### config.mk
export PLATFORM = sky130hd
export DESIGN_NAME = pc_sequencer
export DESIGN_NICKNAME = d
export VERILOG_FILES = /design/src/rtl/pc_seq_pkg.sv /design/src/rtl/pc_seq_decode.sv /design/src/rtl/pc_sequencer.sv
export SDC_FILE = /design/constraint.sdc
export NUM_CORES = 1
export LEC_CHECK = 0
export ABC_AREA = 1
export CORE_UTILIZATION = 42
export DETAILED_ROUTE_END_ITERATION = 10
export GPL_ROUTABILITY_DRIVEN = 0
export PLACE_DENSITY = 0.83
export SLEW_MARGIN = 20
export SYNTH_ARGS = -nofsm -noshare
export SYNTH_HDL_FRONTEND = slang
export SYNTH_SLANG_ARGS = --single-unit
### constraint.sdc
create_clock -name clk -period 2.6 [get_ports clk]
set_clock_uncertainty 0.15 [all_clocks]
set_input_delay 0.65 -clock clk [delete_from_list [all_inputs] [get_ports clk]]
set_output_delay 0.65 -clock clk [all_outputs]
set_load 0.02 [all_outputs]
### src/rtl/pc_seq_pkg.sv
// Shared opcode/state encodings and field positions for the PC sequencer.
package pc_seq_pkg;

    localparam int OPC_MSB  = 15;
    localparam int OPC_LSB  = 12;
    localparam int ADDR_MSB = 7;
    localparam int ADDR_LSB = 0;

    typedef enum logic [3:0] {
        OP_NOP   = 4'h0,
        OP_LOAD  = 4'h1,
        OP_STORE = 4'h2,
        OP_ADD   = 4'h3,
        OP_SUB   = 4'h4,
        OP_AND   = 4'h5,
        OP_OR    = 4'h6,
        OP_JMP   = 4'h7,
        OP_JMPZ  = 4'h8,
        OP_JMPC  = 4'h9,
        OP_CALL  = 4'hA,
        OP_RET   = 4'hB,
        OP_UND_C = 4'hC,
        OP_UND_D = 4'hD,
        OP_UND_E = 4'hE,
        OP_HALT  = 4'hF
    } opcode_e;

    typedef enum logic [2:0] {
        IDLE   = 3'd0,
        FETCH  = 3'd1,
        DECODE = 3'd2,
        EXEC   = 3'd3,
        HALT   = 3'd4
    } state_e;

    function automatic logic is_alu_op(input logic [3:0] op);
        return (op >= OP_LOAD) && (op <= OP_OR);
    endfunction

    function automatic logic is_branch(input logic [3:0] op);
        return (op >= OP_JMP) && (op <= OP_RET);
    endfunction

endpackage

### src/rtl/pc_seq_decode.sv
// Combinational opcode classifier: datapath op, branch kind, halt, undefined.
module pc_seq_decode
    import pc_seq_pkg::*;
(
    input  logic [3:0] opcode,
    output logic       alu,
    output logic       jmp,
    output logic       jmpz,
    output logic       jmpc,
    output logic       call,
    output logic       ret,
    output logic       halt,
    output logic       illegal
);

    always_comb begin
        alu     = is_alu_op(opcode);
        jmp     = 1'b0;
        jmpz    = 1'b0;
        jmpc    = 1'b0;
        call    = 1'b0;
        ret     = 1'b0;
        halt    = 1'b0;
        illegal = 1'b0;
        if (is_branch(opcode)) begin
            case (opcode)
                OP_JMP:  jmp  = 1'b1;
                OP_JMPZ: jmpz = 1'b1;
                OP_JMPC: jmpc = 1'b1;
                OP_CALL: call = 1'b1;
                OP_RET:  ret  = 1'b1;
                default: ;
            endcase
        end
        case (opcode)
            OP_HALT:                    halt    = 1'b1;
            OP_UND_C, OP_UND_D, OP_UND_E: illegal = 1'b1;
            default: ;
        endcase
    end

endmodule

### src/rtl/pc_sequencer.sv
// Fetch/decode/execute control FSM driving PC commands and the datapath handshake.
// Optional single-step input enabled by defining SEQ_STEP_EN.
module pc_sequencer
    import pc_seq_pkg::*;
#(
    parameter int IW      = 16,
    parameter int AW      = 8,
    parameter int MEM_LAT = 1
) (
    input  logic          clk,
    input  logic          rst_n,
    input  logic          run,
`ifdef SEQ_STEP_EN
    input  logic          step,
`endif
    input  logic [IW-1:0] mem_rdata,
    input  logic          flag_z,
    input  logic          flag_c,
    input  logic          exe_done,
    output logic          pc_inc,
    output logic          pc_jmp,
    output logic          pc_call,
    output logic          pc_ret,
    output logic [AW-1:0] pc_addr,
    output logic [IW-1:0] ir,
    output logic          exe_valid,
    output logic          halted,
    output logic          illegal
);

    localparam logic [2:0] S_IDLE   = 3'(IDLE);
    localparam logic [2:0] S_FETCH  = 3'(FETCH);
    localparam logic [2:0] S_DECODE = 3'(DECODE);
    localparam logic [2:0] S_EXEC   = 3'(EXEC);
    localparam logic [2:0] S_HALT   = 3'(HALT);
    localparam logic [1:0] LAST_CNT = 2'(MEM_LAT - 1);

    logic [2:0] state, state_nxt;
    logic [1:0] fetch_cnt;
    logic       fetch_last;
    logic       one_shot;
    logic       step_go;
    logic       cont;
    logic       d_alu, d_jmp, d_jmpz, d_jmpc, d_call, d_ret, d_halt, d_ill;

`ifdef SEQ_STEP_EN
    assign step_go = step;
`else
    assign step_go = 1'b0;
`endif

    pc_seq_decode u_dec (
        .opcode  (ir[OPC_MSB:OPC_LSB]),
        .alu     (d_alu),
        .jmp     (d_jmp),
        .jmpz    (d_jmpz),
        .jmpc    (d_jmpc),
        .call    (d_call),
        .ret     (d_ret),
        .halt    (d_halt),
        .illegal (d_ill)
    );

    assign fetch_last = (fetch_cnt == LAST_CNT);
    // A stepped instruction always falls back to IDLE, whatever run does meanwhile.
    assign cont       = run & ~one_shot;
    assign exe_valid  = (state == S_EXEC);
    assign halted     = (state == S_HALT);

    always_comb begin
        state_nxt = state;
        pc_inc    = 1'b0;
        pc_jmp    = 1'b0;
        pc_call   = 1'b0;
        pc_ret    = 1'b0;
        pc_addr   = '0;
        case (state)
            S_IDLE:  if (run || step_go) state_nxt = S_FETCH;
            S_FETCH: if (fetch_last)     state_nxt = S_DECODE;
            S_DECODE: begin
                if (d_halt) begin
                    state_nxt = S_HALT;
                end else if (d_alu) begin
                    state_nxt = S_EXEC;
                end else begin
                    state_nxt = cont ? S_FETCH : S_IDLE;
                    if (d_jmp || (d_jmpz && flag_z) || (d_jmpc && flag_c)) begin
                        pc_jmp  = 1'b1;
                        pc_addr = ir[AW-1:0];
                    end else if (d_call) begin
                        pc_call = 1'b1;
                        pc_addr = ir[AW-1:0];
                    end else if (d_ret) begin
                        pc_ret  = 1'b1;
                    end else begin
                        pc_inc  = 1'b1;
                    end
                end
            end
            S_EXEC: begin
                if (exe_done) begin
                    pc_inc    = 1'b1;
                    state_nxt = cont ? S_FETCH : S_IDLE;
                end
            end
            S_HALT:  ;
            default: state_nxt = S_IDLE;
        endcase
    end

    always_ff @(posedge clk) begin
        if (!rst_n) begin
            state     <= S_IDLE;
            ir        <= '0;
            fetch_cnt <= '0;
            illegal   <= 1'b0;
            one_shot  <= 1'b0;
        end else begin
            state <= state_nxt;
            if (state == S_FETCH)
                fetch_cnt <= fetch_last ? 2'd0 : fetch_cnt + 2'd1;
            else
                fetch_cnt <= 2'd0;
            if (state == S_FETCH && fetch_last)
                ir <= mem_rdata;
            if (state == S_DECODE && d_ill)
                illegal <= 1'b1;
            if (state == S_IDLE && state_nxt == S_FETCH)
                one_shot <= step_go & ~run;
            else if (state_nxt == S_IDLE)
                one_shot <= 1'b0;
        end
    end

endmodule

==> results of run 1 <==
==> cell usage after synthesis <==
library cell | n | area share
nand3_1 | 9 | 0.042
clkinv_4 | 1 | 0.0082
dfxtp_1 | 22 | 0.41
o21ai_0 | 11 | 0.052
a21oi_1 | 9 | 0.042
nor3b_1 | 1 | 0.0070
nand4_1 | 1 | 0.0059
o21a_2 | 1 | 0.0082
nor2_1 | 43 | 0.15
nand2_2 | 1 | 0.0059
inv_1 | 14 | 0.049
nand2_1 | 24 | 0.084
nor3_1 | 4 | 0.019
buf_6 | 2 | 0.021
clkbuf_1 | 2 | 0.0070
ha_1 | 1 | 0.012
o21ai_1 | 7 | 0.033
nor3_2 | 1 | 0.0094
inv_2 | 2 | 0.0070
nand3_2 | 1 | 0.0094
nor3_4 | 1 | 0.015
==> worst max path at each step <==
stage | endpoint | slack (ns) | startpoint | depth (start not counted)
global route | pc_ret | -0.01 | ir[15] | 6
finish | pc_addr[4] | 0.09 | ir[12] | 8
CTS | pc_addr[1] | 0.008 | ir[13] | 9
global placement | pc_addr[5] | -0.44 | flag_c | 7
floorplan | pc_addr[0] | 0.37 | ir[12] | 6
detailed placement | pc_addr[5] | -0.47 | flag_c | 7
==> sequential cells by signal, indices dropped and copies added, names as in the netlist <==
register / flops
illegal: 1
ir: 16
fetch_cnt: 2
state: 3
==> routing by layer <==
metal | up-vias | track usage | routed length, um
li1 | 631 | - | -
met1 | 560 | 0.280 | 1330
met2 | 57 | 0.443 | 1460
met3 | 4 | 0.0580 | 241
met4 | 0 | 0.0702 | 29
met5 | - | 0 | 0
==> cells in the final DEF (no fill, tap or decap), types with 2 or more instances in the layout <==
cell             count
clkbuf_4             3
clkdlybuf4s50_1     36
dfxtp_2              3
buf_2                6
a21oi_1              8
inv_1               13
nand2_1             22
dlygate4sd2_1        5
buf_4               12
nand2_2              3
nand3_1              9
nor2_1              43
o21ai_1              7
dlymetal6s2s_1       2
dfxtp_1             18
inv_2                3
o21ai_0             11
nor3_1               4
==> worst register-to-register path, cell delays in order, from the launching register on <==
cell,delay [ns]
dfxtp_1,0.35
buf_4,0.16
nor3_2,0.22
nand2_1,0.44
o21ai_0,0.35
nor2_1,0.06
==> layout make-up <==
cell class / count / area share
inverters: 17 / 0.0401
repair buffers: 63 / 0.330
clock buffers: 3 / 0.0131
well taps: 28 / 0.0204
multi-input cells: 115 / 0.318
clock inverters: 1 / 0.0175
flip-flops and latches: 22 / 0.261
==> where the power goes <==
part | leakage [nW] | switching (mW) | internal (mW) | total [mW]
registers | 0.182 | 0.0678 | 0.419 | 0.486
clock network | 0.0279 | 0.109 | 0.156 | 0.264
logic | 0.564 | 0.375 | 0.290 | 0.665
total | 0.774 | 0.552 | 0.864 | 1.42
==> through the flow <==
step | util | TNS (ns) | total power [mW] | instances
2_1_floorplan | - | 0 | 0.862 | 158
3_3_place_gp | 0.727 | -4.04 | 1.11 | 244
3_5_place_dp | 0.727 | -4.33 | 1.13 | 244
4_1_cts | 0.745 | 0 | 1.39 | 248
5_1_grt | 0.746 | -0.0271 | 1.51 | 249
6_report | 0.746 | 0 | 1.42 | 249
==> logic make-up after synthesis <==
group	after synthesis
AOI/OAI and AO/OA	28
adders and majority gates	1
buffers and inverters	21
DFF	22
and+or+nand+nor	86
==> what timing repair did <==
item | CTS | global route
setup buffers | 0 | 1
resized for setup | 35 | 20
setup endpoints to repair | 12 | 13
pin swaps | 5 | 2
==> impl_metrics.toml, run 1 <==
[floorplanning]
core_area_sq_um = 2300
pin_count = 53
core.rowCount = 17
dieWidth_um = 52.4
die_y_um = 52.4
start_util = 0.465
die_area_sq_um = 2750

[global_routing]
grt_max_degree = 21
grt_pass1_wl_mm = 5.00
grt.overflow.total = 0
grt_pass1_vias = 1225
track_usage = 0.244
grt_antenna_before_repair = 0

[setup_path]
reg2reg_depth = 5
slowest_stage = "dfxtp_2"
cpMostUsedCell = "nand2_2"
crit_path_end_kind = "primary output"
path_class = "reg2out"
rrSetupSlack_ns = 0.77
cp.arrival_ns = 1.71
start_kind = "register"
critPathMaxFanout = 5
max_stage_delay_ns = 0.40
r2r-end = "ir[1]"
path_delay_family = "simple AND/OR/NAND/NOR gates"
critPathBufInv = 2
crit_chain = "nand2_2 > nand3_1 > nand2_2 > nor3_4 > buf_6 > nand2_1 > nor2_1 > buf_2"
worstReg2RegStart = "state[1]"
cp.required_ns = 1.80

[logic_synthesis]
yosys.area_share.adder = 0.0117
synth_top_family_by_area = "simple AND/OR/NAND/NOR gates"
synth_area_sq_um = 1070
synth_cell_types = 21
synthSimpleGateAreaFrac = 0.349
syn_nets = 181
synth_seq_cells = 22
seq_area_frac_synth = 0.412
synth_cells = 158
synth_compound_area_frac = 0.135
synthMuxAreaShare = 0
syn_avg_cell_area_sq_um = 6.76
synthXorXnorAreaFrac = 0
ys_warn_count = 0

[finish]
fill_cells = 182
antenna_cells = 0
drive_gt1_frac = 0.181
multi_input_area_sq_um = 544
layout-area-overhead-vs-synth_pct = 60.4
nets = 245
regArea_sq_um = 448
fin_area_sq_um = 1710

[detailed_routing]
drc = 0
drt_wl_total_mm = 3.06
first_iter_violations = 32
vias = 1252
firstDrtPassIters = 4
ant_nets = 0
vias_per_cell = 5.03
wl_per_cell_um = 12.3

[clock_tree]
cts.hold.buffers_added = 0
cts-root-buf = "clkbuf_4"
cts_tree = "built"
clk_pin_slew_worst_paths_ns = 0.13
numCtsBuffers = 3
clock_sinks = 22
clk_latency_ns = 0.31
htreeDepth = 1
clockBufferDepth = 2

[placement]
io_buffers = 52
placed_area_sq_um = 1670
pre_cts_slack_ns = -0.474
dp_hpwl_mm = 2.26

[sta]
final.period_utilization = 0.964
period_needed_ns = 2.51
finalWorstSetupSlack_ns = 0.0935
worst_pin_slew_ns = 0.677
max_clock_freq_mhz = 399
setup_viol = 0
whs_ns = 0.281
hold_viol = 0
slew_violations = 0
slew_headroom = 0.547

[pwr]
ir_drop_uv = 608
p_leak_nw = 0.774
power.density_nw_per_um2 = 826

[worst_hold_path]
hold_depth = 1
min-delay-path-class = "reg2reg"
hold_start = "fetch_cnt[0]"
holdPathEnd = "fetch_cnt[0]"

[job]
drv_cap = 0

[outcome]
status = "completed"
(Power assumes the default switching activity.)
==> inputs of run 2 (changes only) <==
--- a/config.mk
+++ b/config.mk
@@ -9,6 +9,7 @@
 export CORE_UTILIZATION = 42
 export DETAILED_ROUTE_END_ITERATION = 10
 export GPL_ROUTABILITY_DRIVEN = 0
+export HOLD_SLACK_MARGIN = 0.05
 export PLACE_DENSITY = 0.83
 export SLEW_MARGIN = 20
 export SYNTH_ARGS = -nofsm -noshare
==> results of run 2 <==
The final DEF is identical to that of run 1; final timing and power are the same.
==> inputs of run 3 (changes only) <==
--- a/config.mk
+++ b/config.mk
@@ -6,11 +6,13 @@
 export NUM_CORES = 1
 export LEC_CHECK = 0
 export ABC_AREA = 1
-export CORE_UTILIZATION = 42
+export CORE_MARGIN = 5
+export CORE_UTILIZATION = 32
 export DETAILED_ROUTE_END_ITERATION = 10
 export GPL_ROUTABILITY_DRIVEN = 0
+export GPL_TIMING_DRIVEN = 1
 export HOLD_SLACK_MARGIN = 0.05
-export PLACE_DENSITY = 0.83
+export PLACE_DENSITY = 0.66
 export SLEW_MARGIN = 20
 export SYNTH_ARGS = -nofsm -noshare
 export SYNTH_HDL_FRONTEND = slang
==> run 3 against run 2 <==
First-iteration DRC count rose by 94%. Sequential power decreased by 0.8%. Cell count is 8.8% higher. Clock power decreased by 29%. Routed wire length up 3.0%. Die area rose by 67%. Register-to-register slack barely moved. Critical endpoint is now pc_addr[6]. Highest routed layer unchanged.
==> impl_metrics.toml, run 3 (synthesized netlist as in run 1, its figures left out) <==
[global_routing]
grt_use_met3 = 0.0300
grt.met2_usage = 0.255
busiest_layer = "met2"
grt.overflow.total = 0
grt_max_degree = 21
grt_pass1_wl_mm = 5.11
use_met1 = 0.181
track_usage = 0.145
grt_antenna_before_repair = 0
grt_pass1_vias = 1132

[floorplanning]
pin_count = 53
die_area_sq_um = 4590
dieWidth_um = 67.8
die_y_um = 67.8
core_area_sq_um = 3280
core.rowCount = 21
start_util = 0.325

[sta]
setup_viol = 0
slew_violations = 0
final.period_utilization = 0.960
fin_setup_tns_ns = 0
worst_pin_slew_ns = 0.700
slew_headroom = 0.532
finalWorstSetupSlack_ns = 0.103
hold_viol = 0
period_needed_ns = 2.50
max_clock_freq_mhz = 401

[clock_tree]
cts.hold.buffers_added = 0
clock_sinks = 22
numCtsBuffers = 3
cts_tree = "built"
clk_latency_ns = 0.30
htreeDepth = 1
cts-root-buf = "clkbuf_4"
clockBufferDepth = 2
clk_pin_slew_worst_paths_ns = 0.12

[pwr]
power.total_mw = 1.35
p_leak_nw = 0.782
ir_drop_uv = 330
power.density_nw_per_um2 = 765

[setup_path]
cp.required_ns = 1.80
crit_path_end_kind = "primary output"
path_class = "reg2out"
critPathMaxFanout = 4
rrSetupSlack_ns = 0.77
cp.arrival_ns = 1.70
start_kind = "register"
slowest_stage = "dfxtp_4"
crit_chain = "inv_2 > nand2_1 > nand2_2 > nand2_2 > nor3_4 > buf_6 > nand2_1 > nor2_1 > buf_2"
max_stage_delay_ns = 0.38
reg2reg_depth = 5

[finish]
reg.largest.list = "ir: 16 flops, state: 3 flops, fetch_cnt: 2 flops"
largest_register_ff_count = 16
utilization = 0.537
layout-area-overhead-vs-synth_pct = 65.0
final_common_cell = "nor2_1"
fill_cells = 341
nets = 249
drive_gt1_frac = 0.200
antenna_cells = 0
final_cell_mix = "43 x nor2_1, 36 x clkdlybuf4s50_1, 22 x nand2_1"
top_register = "ir"

[placement]
dp_hpwl_mm = 2.41
io_buffers = 52
pre_cts_slack_ns = -0.471

[detailed_routing]
drt_wl_total_mm = 3.15
ant_nets = 0
wl_per_cell_um = 11.6
vias = 1204
drc = 0
firstDrtPassIters = 4
first_iter_violations = 62
vias_per_cell = 4.44

[worst_hold_path]
hold_depth = 1
min-delay-path-class = "reg2reg"

[job]
drv_cap = 0

[outcome]
status = "completed"
## run 3: cell type report
type	instances	area, sq um	share of cell area
Timing Repair Buffer	67	609	0.346
Multi-Input combinational cell	115	538	0.305
Sequential cell	22	450	0.256
Inverter	17	71.3	0.0405
Tap cell	46	57.6	0.0326
Clock buffer	4	36.3	0.0206
## run 3: routing by layer
metal | routed length [um] | vias to the layer above
li1 | - | 640
met1 | 1420 | 539
met2 | 1560 | 23
met3 | 149 | 2
met4 | 27 | 0
met5 | 0 | -
## run 3: through the flow
step	std cells	hold WS, ns	cell area [sq um]
after floorplan	158	0.251	1070
after detailed placement	263	0.264	1700
after CTS	269	0.282	1720
after global placement	263	0.263	1700
final	271	0.280	1760
after global routing	271	0.309	1760
## run 3: path summary, 6_finish.rpt
path / start / endpoint
setup / recovery: ir[12] / pc_addr[6]
hold / removal: fetch_cnt[0] / fetch_cnt[0]
setup reg to reg: state[1] / ir[1]
hold reg to reg: fetch_cnt[0] / fetch_cnt[0]
## run 3: critical path, delay by kind of cell, from the launching register on
| kind | cells | cell delay, ns |
|---|---|---|
| simple gates | 6 | 0.61 |
| buf+inv | 3 | 0.39 |
| flops | 1 | 0.38 |
## run 3: repair_timing
item / 4_1_cts / 5_1_grt
endpoints found under the setup margin: 12 / 12
endpoints found under the hold margin: 0 / 0
pin swaps: 4 / 4
resized for setup: 41 / 24
buffers inserted: 2 / 2
## run 3: power by group
| part | total (mW) | internal (mW) | leakage, nW | switching, mW |
|---|---|---|---|---|
| clock | 0.187 | 0.0854 | 0.0210 | 0.102 |
| combinational | 0.680 | 0.308 | 0.578 | 0.372 |
| sequential | 0.482 | 0.420 | 0.183 | 0.0620 |
| total | 1.35 | 0.813 | 0.782 | 0.536 |
